`src/rtl/serial_compare_ctrl_if.sv`:
```
// Request/result bundle between a controller (master) and serial_compare_ctrl (slave).
// Carries the start handshake, both operands and the registered compare result.
interface serial_compare_ctrl_if #(
    parameter int WIDTH = 8
);
    logic             start;
    logic [WIDTH-1:0] a;
    logic [WIDTH-1:0] b;
    logic             busy;
    logic             done;
    logic             gt;
    logic             eq;
    logic             lt;

    modport master (
        output start, a, b,
        input  busy, done, gt, eq, lt
    );

    modport slave (
        input  start, a, b,
        output busy, done, gt, eq, lt
    );
endinterface

```
`src/rtl/serial_compare_ctrl.sv`:
```
// Wide unsigned magnitude compare built from one 2-bit slice, scanned MSB-first one pair per clock.
// Optional macro SERIAL_COMPARE_EARLY_EXIT_EN ends the scan on the first differing pair.
module serial_compare_ctrl #(
    parameter int WIDTH = 8
) (
    input  logic                 clk,
    input  logic                 rst,
    serial_compare_ctrl_if.slave bus
);
    localparam int N  = WIDTH / 2;
    localparam int CW = (N > 1) ? $clog2(N) : 1;

    typedef enum logic [1:0] {
        IDLE = 2'd0,
        RUN  = 2'd1,
        DONE = 2'd2
    } state_t;

    state_t           state_q, state_d;
    logic [WIDTH-1:0] sa_q, sa_d;
    logic [WIDTH-1:0] sb_q, sb_d;
    logic [CW-1:0]    pairCnt_q, pairCnt_d;
    logic             decided_q, decided_d;
    logic             gt_q, gt_d;
    logic             eq_q, eq_d;
    logic             lt_q, lt_d;

    logic [1:0]       topA;
    logic [1:0]       topB;
    logic             pairDiffers;
    logic             lastPair;
    logic             finishRun;

    assign topA        = sa_q[WIDTH-1 -: 2];
    assign topB        = sb_q[WIDTH-1 -: 2];
    assign pairDiffers = (topA != topB);
    assign lastPair    = (pairCnt_q == CW'(N - 1));

`ifdef SERIAL_COMPARE_EARLY_EXIT_EN
    assign finishRun   = lastPair || (!decided_q && pairDiffers);
`else
    assign finishRun   = lastPair;
`endif

    always_ff @(posedge clk) begin
        if (rst) begin
            state_q   <= IDLE;
            sa_q      <= '0;
            sb_q      <= '0;
            pairCnt_q <= '0;
            decided_q <= 1'b0;
            gt_q      <= 1'b0;
            eq_q      <= 1'b0;
            lt_q      <= 1'b0;
        end else begin
            state_q   <= state_d;
            sa_q      <= sa_d;
            sb_q      <= sb_d;
            pairCnt_q <= pairCnt_d;
            decided_q <= decided_d;
            gt_q      <= gt_d;
            eq_q      <= eq_d;
            lt_q      <= lt_d;
        end
    end

    // The first differing pair fixes the result; later pairs only shift through.
    always_comb begin
        state_d   = state_q;
        sa_d      = sa_q;
        sb_d      = sb_q;
        pairCnt_d = pairCnt_q;
        decided_d = decided_q;
        gt_d      = gt_q;
        eq_d      = eq_q;
        lt_d      = lt_q;

        unique case (state_q)
            IDLE: begin
                if (bus.start) begin
                    sa_d      = bus.a;
                    sb_d      = bus.b;
                    pairCnt_d = '0;
                    decided_d = 1'b0;
                    gt_d      = 1'b0;
                    eq_d      = 1'b0;
                    lt_d      = 1'b0;
                    state_d   = RUN;
                end
            end
            RUN: begin
                if (!decided_q && pairDiffers) begin
                    gt_d      = (topA > topB);
                    lt_d      = (topA < topB);
                    decided_d = 1'b1;
                end
                sa_d      = sa_q << 2;
                sb_d      = sb_q << 2;
                pairCnt_d = pairCnt_q + CW'(1);
                if (finishRun) begin
                    state_d = DONE;
                    if (!decided_q && !pairDiffers) begin
                        eq_d = 1'b1;
                    end
                end
            end
            DONE: begin
                state_d = IDLE;
            end
            default: begin
                state_d = IDLE;
            end
        endcase
    end

    assign bus.busy = (state_q != IDLE);
    assign bus.done = (state_q == DONE);
    assign bus.gt   = gt_q;
    assign bus.eq   = eq_q;
    assign bus.lt   = lt_q;
endmodule

```
`src/flat_wrapper.sv`:
```
// flat-port wrapper written by rule: the top's interface ports become plain ports
module serial_compare_ctrl_flat 
#(
    parameter int WIDTH = 8
)
  (clk, rst, bus_start, bus_a, bus_b, bus_busy, bus_done, bus_gt, bus_eq, bus_lt);
  serial_compare_ctrl_if #(.WIDTH(WIDTH)) bus_i ();
  input  logic clk;
  input  logic rst;
  input wire logic [$bits(bus_i.start)-1:0] bus_start;
  input wire logic [$bits(bus_i.a)-1:0] bus_a;
  input wire logic [$bits(bus_i.b)-1:0] bus_b;
  output wire logic [$bits(bus_i.busy)-1:0] bus_busy;
  output wire logic [$bits(bus_i.done)-1:0] bus_done;
  output wire logic [$bits(bus_i.gt)-1:0] bus_gt;
  output wire logic [$bits(bus_i.eq)-1:0] bus_eq;
  output wire logic [$bits(bus_i.lt)-1:0] bus_lt;
  assign bus_i.start = bus_start;
  assign bus_i.a = bus_a;
  assign bus_i.b = bus_b;
  assign bus_busy = bus_i.busy;
  assign bus_done = bus_i.done;
  assign bus_gt = bus_i.gt;
  assign bus_eq = bus_i.eq;
  assign bus_lt = bus_i.lt;
  serial_compare_ctrl #(.WIDTH(WIDTH)) u_core (.clk(clk), .rst(rst), .bus(bus_i));
endmodule
```
`config.mk`:
```
export PLATFORM = sky130hd
export DESIGN_NAME = serial_compare_ctrl_flat
export DESIGN_NICKNAME = d
export VERILOG_FILES = /design/src/rtl/serial_compare_ctrl_if.sv /design/src/rtl/serial_compare_ctrl.sv /design/src/flat_wrapper.sv
export SDC_FILE = /design/constraint.sdc
export NUM_CORES = 1
export LEC_CHECK = 0
export BUFFER_PORTS_ARGS = -buffer_cell sky130_fd_sc_hd__clkbuf_2
export CAP_MARGIN = 20
export CORE_UTILIZATION = 55
export CTS_CLUSTER_SIZE = 8
export DETAILED_ROUTE_END_ITERATION = 16
export PLACE_DENSITY = 0.86
export SLEW_MARGIN = 5
export SYNTH_ARGS = -nofsm -noshare
export SYNTH_HDL_FRONTEND = slang
export SYNTH_SLANG_ARGS = --single-unit
```
`constraint.sdc`:
```
create_clock -name clk -period 3.7 [get_ports clk]
set_input_delay 0.925 -clock clk [delete_from_list [all_inputs] [get_ports clk]]
set_output_delay 0.925 -clock clk [all_outputs]
set_load 0.02 [all_outputs]
```
==> results of run 1 <==
-- stage by stage --
| stage | std cells | power [mW] | hold WS, ns | cell area [um2] |
|---|---|---|---|---|
| finish | 168 | 0.537 | 0.478 | 1240 |
| global route | 168 | 0.562 | 0.529 | 1240 |
| CTS | 168 | 0.534 | 0.481 | 1240 |
| detailed placement | 164 | 0.400 | 0.462 | 1210 |
| global placement | 164 | 0.395 | 0.464 | 1210 |
| floorplan | 123 | 0.382 | 0.444 | 1140 |
-- area by class of cell --
cell class / count / area (um2)
Fill cell: 185 / 719
Multi-Input combinational cell: 86 / 562
Sequential cell: 24 / 480
Timing Repair Buffer: 23 / 115
Clock buffer: 4 / 36.3
Tap cell: 27 / 33.8
Inverter: 4 / 15.0
-- synth_stat cells (all sizes together), types with 2 or more instances --
master	instances
a211oi	10
a21oi	14
a221oi	2
a22oi	5
buf	5
clkbuf	4
dfxtp	24
ha	3
inv	4
nand2	15
nor2	17
nor2b	3
nor3b	2
-- layer usage --
layer | GRT usage [%] | wire length (um)
met1 | 25.2 | 915
met2 | 36.4 | 1060
met3 | 3.40 | 104
met4 | 10.3 | 44
met5 | 0 | 0
-- worst max-delay path by stage --
stage                      startpoint            end  cells past startpoint
floorplan           u_core.state_q[0]       bus_busy                      2
detailed placement          bus_start  u_core.bus.lt                      4
finish              u_core.state_q[0]       bus_done                      2
CTS                 u_core.state_q[0]       bus_done                      2
global placement            bus_start  u_core.bus.lt                      4
global route        u_core.state_q[0]       bus_done                      2
-- worst max-delay path, stage by stage (launching register included) --
cell,delay (ns)
sky130_fd_sc_hd__dfxtp_1,0.53
sky130_fd_sc_hd__and2b_2,0.25
sky130_fd_sc_hd__clkbuf_2,0.14
-- layout by cell type, fill, tap and decap left out, drive strengths merged --
| master | count |
|---|---|
| a2111o | 1 |
| a211o | 1 |
| a211oi | 10 |
| a21oi | 14 |
| a221oi | 2 |
| a22oi | 5 |
| a311oi | 1 |
| a41oi | 1 |
| and2b | 1 |
| clkbuf | 27 |
| dfxtp | 24 |
| ha | 3 |
| inv | 4 |
| mux2 | 1 |
| nand2 | 15 |
| nor2 | 17 |
| nor2b | 3 |
| nor3 | 1 |
| nor3b | 2 |
| o211ai | 1 |
| o21ai | 1 |
| o21ba | 1 |
| o21bai | 1 |
| o41ai | 1 |
| or2 | 1 |
| or2b | 1 |
| or3b | 1 |
-- where the power goes --
group / internal [mW] / switching, mW
Combinational: 0.0426 / 0.0594
Sequential: 0.279 / 0.0129
Clock: 0.0603 / 0.0831
-- cell families (layout without fill, tap and decap cells) --
logic type                 Yosys count  in the layout  synth area share [%]
buffers and inverters               13             31                  8.46
AOI/OAI and AO/OA                   40             40                  27.1
and+or+nand+nor                     42             42                  17.9
muxes                                1              1                 0.989
DFF                                 24             24                  42.2
adders and majority gates            3              3                  3.30
-- registers in the layout, summed over array words and instances (netlist names) --
signal and cells:
u_core.bus.eq 1, u_core.bus.gt 1, u_core.bus.lt 1, u_core.decided_q 1, u_core.pairCnt_q 2, u_core.sa_q 8, u_core.sb_q 8, u_core.state_q 2
==> summary by stage, run 1 <==
STA
Across the routed clock network, the largest skew measured is ~0.0048 ns. The headroom to the max-slew limit is between 60% and 70%. The number of slew-limit violations in the final report is 0. Adding up every negative setup slack in the final design gives 0 ns.

The least setup slack across all paths after layout is 1.52 ns. Counting I/O delays and the setup requirement, the final critical path takes about 2.2 ns. The count of final hold-check violations is 0. The upper clock frequency limit is around 460 MHz. Setup violations remaining at the end of the flow were counted as 0. The transition time of the tightest slew-check pin is 0.534 ns. The final critical-path share of the clock period is between 50% and 60%.

Setup repair after global routing left no endpoint under its margin.

Floorplanning
The vertical extent of the die is 47.5 um. The initial cell density of the core is around three fifths. The core outline area is 1960 um2. The row count is 16. The top-level port count is 24. Measured along the x axis, the die boundary spans roughly 48 um.

The die covers approximately 2300 um2.

GRT
The via count of the first global-routing pass is ~770. Entering global routing, the biggest net connects 26 pins. The number of antenna violations at the first check in global routing is 0.

The first global-routing pass estimated between 3000 and 4000 um of wire. The global router's overall resource usage is 21.1%. The global route total overflow is 0.

Finish
The layout overhead on the synthesized area is 9.12%. The post-route core utilization is 63.3%. The post-route netlist has ~28% of its cells at a drive strength greater than 1. The total number of nets in the final design is approximately 160.

The repair_antennas step left the layout with diodes totalling 0.

Placed design
The worst setup timing slack at the placement stage is around 1.8 ns. Once detailed placement completed, the half-perimeter wirelength came to between 1500 and 2000 um. Buffers placed on the I/O ports in this run total 23.

At the end of routability-driven placement, the weighted congestion stood at 0.772.

CTS
The number of gates resized after CTS is 0. For the worst-skew pair, the clock arrives at the later sink with an insertion delay of around 0.32 ns. Buffers inserted to repair hold after CTS numbered 0. The tree built by TritonCTS fans out to 24 sinks. The number of buffers inserted to repair setup after CTS is 0.

The cell sitting at the root of the clock tree is a sky130_fd_sc_hd__clkbuf_4. The total CTS buffers is 3. The clock transition at the register clock pins on the worst setup and hold paths after CTS is roughly 0.13 ns. The number of buffers on the longest clock path is 2. In this run the number of H-tree levels came out at 1. TritonCTS built the clock tree.

Drt
After detailed routing, the number of vias per cell comes to 5.55. The detailed router finished its first iteration with 20 violations. The number of iterations in the first detailed-routing pass is 4.

After detailed routing, the average wire length per cell comes to 12.6 um. The detail route stage leaves a number of antenna-violating nets equal to 0. The final routed wirelength across all metal layers is 2130 um. The count of vias placed by the detailed router is between 900 and 1k. For this run, design rule violations remaining after detail routing come to 0.

Min path
The worst hold path begins at u_core.pairCnt_q[0]. The kind of path behind the tightest hold check is register to register. The path with the worst hold slack has its endpoint at u_core.pairCnt_q[0]. Counting instances, the worst hold path has a depth of 1.

Setup path
The kind of critical path is register to primary output. The setup check on the worst reg-to-reg path leaves a slack of between 2 and 2.5 ns. The startpoint identified for the worst register-to-register timing path is u_core.state_q[0]. The number of cells on the worst reg-to-reg path is 3. The sort of element at the end of the critical path is a primary output.

The largest fanout of any net on the critical path is 9. In this run the critical register-to-register path is captured at u_core.bus.lt. The worst setup path is launched from a register. For the worst setup path, the data arrival time is 1.25 ns. The data required time at the worst endpoint is about 2.8 ns.

Run
The number of max-capacitance violations reported is 0.

Synth
The most used flip-flop cell after synthesis is sky130_fd_sc_hd__dfxtp_1. The number of nets in the synthesized netlist is 145. The mean post-synth cell area is ~9 um2.

The number of enable flip-flop cells after synthesis is 0. After synthesis, the cell types taking the most area are sky130_fd_sc_hd__dfxtp_1 (42%), sky130_fd_sc_hd__a21oi_1 (6.2%), sky130_fd_sc_hd__nor2_1 (5.6%). During synthesis, Yosys emitted a total of 0 warnings. The synthesized netlist contains 34 unique library cells. The synthesized design devotes to its leading area cell type 42.2% of total area.

sky130_fd_sc_hd__dfxtp_1 takes more of the synthesized area than any other cell. The register bit total from synthesis is 24. Summing the sequential cell areas from Yosys gives a little over two fifths of the chip area. In this run the cell area of the synthesized design comes to approximately 1100 um2. The gate count of the mapped netlist is 123.

For this run, asynchronously set or reset flops after synthesis account for 0%.

Power and ir drop
VDD sags by at most around 0.28 mV. The power density of the placed cells is 433 nW/um2. In this run the static leakage power is approximately 0.53 nW.

Status
The flow ran to the end, and the final reports show no timing, DRC or antenna violations.
No activity file was read; power rests on OpenSTA's default activity.
==> run 2: changes to the inputs <==
- CORE_UTILIZATION: 55 -> 47
- PLACE_DENSITY: 0.86 -> 0.79
- clock period: 3.7 -> 1.95 ns (I/O delays scaled with it)
==> summary by stage, run 2 (synthesis gave the netlist of run 1 again) <==
Power and ir drop
The clock network fraction of design power is 33.1%. The proportion of total power due to net switching is between 20% and 30%. The power spent charging and discharging nets is about 0.30 mW. IR analysis of the VDD net gives a maximum drop of around 0.7 mV. The internal power of the cells totals slightly above 0.8 mW. The fraction of power consumed by combinational cells is between 10% and 20%. The analysis attributes to cell leakage a power of between 0.5 and 0.6 nW. Sequential cells account for 49.4% of the total power. The power density of the placed cells is ~880 nW/um2.

Setup path
The largest fanout of any net on the critical path is 9. The count of buffering cells on the critical path with inverters included is 1. The slowest stage cell on the critical path is sky130_fd_sc_hd__dfxtp_1. The worst setup path is launched from a register. The sort of element at the end of the critical path is a primary output. STA puts the critical path data required time at 1.46 ns. The gate family responsible for the most delay along the worst path is flip-flops.

The kind of critical path is register to primary output. The largest incremental delay on the critical path is around 0.54 ns. Data on the critical path arrives at its endpoint at between 1 and 1.5 ns.

Traced cell by cell, the critical path runs through and2b_2, clkbuf_2.

STA
Hold is met by approximately 0.36 ns. After layout, the worst path uses roughly 90% of the clock period. The count of final hold-check violations is 0. For this run, the top clock speed supported by timing is ~570 MHz. The count of final setup violators is 0. The clock skew after layout is 0.00451 ns. For the pin with the worst max-slew slack, the measured transition is slightly below 0.5 ns. The number of slew-limit violations in the final report is 0. The headroom to the max-slew limit is between 60 and 70%. Setup repair after global routing left no endpoint under its margin.

In the final timing run, aggregate negative setup slack is 0 ns. The time the worst path needs with I/O delays and setup is approximately 1.8 ns.

Placed design
The half-perimeter wire length after placement is approximately 1500 um. The total instance count after detailed placement is 166. Routability-driven placement finished with a final weighted congestion of a little over 0.7. Buffers placed on the I/O ports in this run total 23.

Finish
For this run, the post-layout net count is between 150 and 200. The leading cell type in the layout, fill and taps excluded is sky130_fd_sc_hd__dfxtp_1. Of the cells placed in the final design, the portion with a size suffix greater than 1 is 28.9%. The count of placed standard cells in the final layout, fillers left out is 170.

In the final layout, the registers with the most flip-flops are u_core.sa_q: 8 flops, u_core.sb_q: 8 flops. Compared with the post-synthesis result, the final layout area differs by 11.3%. The number of antenna diodes in the final layout is 0. Leaving out fill and tap cells, the most frequent cells in the layout are sky130_fd_sc_hd__dfxtp_1 (24), sky130_fd_sc_hd__clkbuf_2 (23), sky130_fd_sc_hd__nor2_1 (17). For this run, the share of the core covered by cells in the final layout is ~56%.

Drt
In the routed design, unresolved DRC markers number 0. The number of antenna-violating nets in the routed design is 0. The count of vias placed by the detailed router is about 940. The final routed wirelength across all metal layers is between 2000 and 2500 um.

The detailed-route wire length per cell is between 10 and 15 um. For this block, the initial DRC count from the detailed router was 22. The pre-antenna-repair detailed-routing pass consisted of 4 iterations. Dividing the detail-routed via count by the number of cells gives 5.52.

Floorplanning
The initial cell density of the core is between 50 and 60%. The top-level port count is 24. The die area is approximately 2600 um2. The vertical extent of the die is 51.2 um. In this run the core area contains 17 standard-cell rows.

The core outline area is 2250 um2. The width of the die is approximately 51 um.

Min path
The kind of path behind the tightest hold check is primary input to register.

CTS
The total CTS buffers is 3. The clock transition at the register clock pins on the worst setup and hold paths after CTS is approximately 0.14 ns. The number of gates resized after CTS is 0. The number of setup buffers added after CTS is 0. The number of buffers on the longest clock path is 2. In this run the number of H-tree levels came out at 1. In this run, post-CTS hold repair placed 0 buffers. TritonCTS built the clock tree. Counting every sink on the clock net gives 24.

Clock latency on the worst-skew pair, taken at its later pin, is between 0.3 and 0.4 ns. The buffer type at the clock tree root is sky130_fd_sc_hd__clkbuf_4.

Status
The flow ran to the end, and the final reports show no timing, DRC or antenna violations.

GRT
The via count of the first global-routing pass was between 700 and 800. The pin count of the biggest net entering global routing is 19. The global router's overall resource usage is between 10% and 20%. Global routing finished with a remaining overflow of 0.

The first global-routing pass estimated 3370 um of wire. The number of antenna violations at the first check in global routing came to 0.

Run
The number of max-capacitance violations reported is 0.
-- run 2: cell types whose count changed in the layout (fill, tap and decap cells not counted), sizes merged --
| cell | delta |
|---|---|
| buf | +1 |
| bufinv | +1 |
| clkbuf | -1 |
-- run 2: worst min-delay path, delay by kind of cell --
| kind | cells | cell delay [ns] |
|---|---|---|
| buffers and inverters | 1 | 0.08 |
| AO/OA/AOI/OAI | 1 | 0.05 |
| AND/OR/NAND/NOR | 1 | 0.04 |
-- run 2: power groups by stage --
| stage | clock, mW | combinational [mW] | sequential (mW) |
|---|---|---|---|
| detailed placement | 0 | 0.196 | 0.564 |
| finish | 0.371 | 0.196 | 0.553 |
| floorplan | 0 | 0.164 | 0.561 |
| global placement | 0 | 0.190 | 0.563 |
| global route | 0.394 | 0.216 | 0.559 |
| CTS | 0.375 | 0.197 | 0.554 |
-- run 2: cell type report --
class                      instances  area (um2)
multi-input combinational         86         562
clock inverter                     1        30.0
inverter                           4        15.0
timing repair buffer              24         123
tap                               28        35.0
clock buffer                       3        22.5
fill                             220         987
sequential                        24         480
-- run 2: per-layer routing --
metal	global-route usage, %	vias up	wire, um
met3	6.25	7	103
met2	30.0	22	1040
met5	0	-	0
li1	-	474	-
met4	5.41	0	29
met1	20.4	435	1010
-- run 2: final timing paths --
check / from / end / slack, ns / depth (start not counted)
setup / recovery: u_core.state_q[0] / bus_done / 0.19 / 2
setup reg to reg: u_core.state_q[0] / u_core.bus.lt / 0.36 / 3
hold / removal: bus_b[4] / u_core.sb_q[4] / 0.36 / 3
hold reg to reg: u_core.pairCnt_q[0] / u_core.pairCnt_q[0] / 0.49 / 1
-- run 2: per-stage QoR --
step	setup slack, ns	area, um2	total power [mW]
floorplan	0.637	1140	0.725
global placement	0.512	1210	0.753
detailed placement	0.398	1210	0.760
CTS	0.174	1270	1.13
global route	0.109	1270	1.17
finish	0.190	1270	1.12
==> run 3: changes to the inputs <==
- CORE_UTILIZATION: 47 -> 52
- HOLD_SLACK_MARGIN: default -> 0.12
- PLACE_DENSITY: 0.79 -> 0.83
- clock period: 1.95 -> 1.9 ns (I/O delays scaled with it)
==> summary by stage, run 3 (synthesis gave the netlist of run 1 again) <==
Drt
The DRC marker count from the first detailed-route iteration is 8. The post-detailed-route DRC marker count is 0. The via density per instance is between 5 and 6. The number of iterations in the first detailed-routing pass is 4. The count of vias placed by the detailed router is 937. The routed design has 2120 um of wire.

Once detail routing completed, the nets flagged for antenna violations numbered 0. Dividing the detail-routed wire length by the instance count gives approximately 13 um.

Finish
The number of antenna diodes in the final layout is 0. The largest registers in the layout are u_core.sa_q: 8 flops, u_core.sb_q: 8 flops. In the final design database the tool counted between 150 and 200 nets. The number of filler instances in the final layout is about 190.

The library cell used most frequently in the layout, excluding fill and tap cells, is sky130_fd_sc_hd__dfxtp_1. In the layout the commonest cells are sky130_fd_sc_hd__dfxtp_1 (24), sky130_fd_sc_hd__clkbuf_2 (23), sky130_fd_sc_hd__nor2_1 (17). The fraction of layout instances using a drive strength above 1 is 28.9%.

Relative to the synthesized area, the layout overhead comes to 11.2%.

Status
The flow ran to the end, and the final reports show no timing, DRC or antenna violations.

Setup path
The largest fanout of any net on the critical path is 9. The sort of element at the end of the critical path is a primary output. The number of cells on the worst reg-to-reg path is 3. Data arrives at the worst endpoint at between 1 and 1.5 ns. The kind of critical path is register to primary output. The launching element type of the critical path is a register. The register-to-register path setup slack is 0.38 ns.

The launch point of the worst reg-to-reg path is u_core.state_q[0]. The most critical setup path has its startpoint at u_core.state_q[0]. In this run the critical register-to-register path is captured at u_core.bus.lt. STA puts the critical path data required time at roughly 1.4 ns.

STA
The clock skew after layout is 0.00515 ns. The count of final setup violators is 0. In this run the tightest slew margin relative to its limit is around two thirds. Setup repair after global routing left no endpoint under its margin. The count of final hold-check violations is 0.

The upper clock frequency limit is between 500 and 600 MHz. The final critical-path share of the clock period is between 90% and 100%. The time the worst path needs with I/O delays and setup is between 1.5 and 2 ns. The least setup slack across all paths after layout is between 0.15 and 0.2 ns. The number of slew-limit violations in the final report was 0. Hold is met by roughly 0.37 ns.

The final-layout setup total negative slack is 0 ns. The transition time of the tightest slew-check pin is between 0.5 and 0.6 ns.

CTS
Clock-pin slew was measured on the worst setup and hold paths at 0.14 ns. Once the clock tree was built, the setup fixing pass inserted 0 buffers. The number of buffers on the longest clock path is 2. The latest clock arrival within the worst-skew pair is slightly above 0.3 ns.

The number of gates resized after CTS is 0. The buffer type at the clock tree root is sky130_fd_sc_hd__clkbuf_4. TritonCTS built the clock tree. The number of clock buffers added by TritonCTS is 3. The cts-stage hold buffer count is 0.

In this run the number of H-tree levels came out at 1. The TritonCTS sink count is 24.

GRT
The first-pass GRT wire length is around 3700 um. The global router's overall resource usage is 19.7%. The number of antenna violations at the first check in global routing came to 0. Entering global routing, the biggest net connects 19 pins.

The global route total overflow is 0. The via count of the first global-routing pass came to roughly 880.

Min path
The worst hold path endpoint is u_core.sa_q[2]. The number of stages on the worst hold path is 3. The worst hold path begins at bus_a[2].

The worst hold path belongs to the class primary input to register.

Power and ir drop
In this run the static leakage power is 0.542 nW. IR analysis of the VDD net gives a maximum drop of approximately 0.57 mV. Dividing total power by cell area gives a power density of roughly 900 nW/um2.

Floorplanning
The die covers between 2000 and 2500 um2. Pin placement for this block handled 24 I/O pins. The initial utilization of the core area, before any placement, comes to a little under three fifths.

From bottom edge to top edge, the die measures between 40 and 50 um. Row generation in the floorplan step produced 16 rows. The core outline area is about 2000 um2.

The width of the die is just under 50 um.

Placed design
Prior to clock tree synthesis, the placed netlist has a worst setup slack of approximately 0.39 ns. Routability-driven placement finished with a final weighted congestion of a little under 0.8. In this run the tool buffered the top-level ports with 23 buffer cells. The half-perimeter wire length after placement is 1550 um.

Run
The number of max-capacitance violations reported is 0.
[run 3: cell counts in the layout (fill, tap and decap cells not counted)]
No cell type changed its count.
[run 3: report_power, final]
group | leakage, nW | internal [mW] | switching [mW]
logic | 0.317 | 0.0849 | 0.116
registers | 0.198 | 0.543 | 0.0239
clock network | 0.0279 | 0.213 | 0.158
[run 3: layout make-up]
cell class	instances	area [um2]	area share, %
flip-flops and latches	24	480	37.9
multi-input cells	86	562	44.4
repair buffers	24	123	9.68
clock inverters	1	30.0	2.37
inverters	4	15.0	1.19
well taps	27	33.8	2.67
clock buffers	3	22.5	1.78
[run 3: metal layers]
layer	GRT usage [%]	vias to the layer above	share of wire, %
met5	0	-	0
li1	-	476	-
met3	2.80	4	4.0
met4	7.35	0	1.4
met2	32.6	21	47
met1	25.9	436	48
[run 3: worst max path at each step]
stage,slack (ns),cells after the start,to
3_5_place_dp,0.39,3,u_core.bus.lt
6_report,0.18,2,bus_done
3_3_place_gp,0.48,3,u_core.bus.lt
2_1_floorplan,0.59,5,u_core.bus.lt
5_1_grt,0.1,2,bus_done
4_1_cts,0.18,2,bus_done
[run 3: through the flow]
stage               power (mW)  utilization, %  cell area, um2  instances
floorplan                0.744               -            1140        123
global placement         0.772            60.6            1210        165
detailed placement       0.782            60.6            1210        165
CTS                       1.15            63.2            1270        169
global route              1.20            63.2            1270        169
finish                    1.14            63.2            1270        169
[run 3: critical path, stage by stage, from the launching register on]
cell                       delay (ns)
sky130_fd_sc_hd__dfxtp_1         0.53
sky130_fd_sc_hd__and2b_2         0.26
sky130_fd_sc_hd__clkbuf_2        0.15
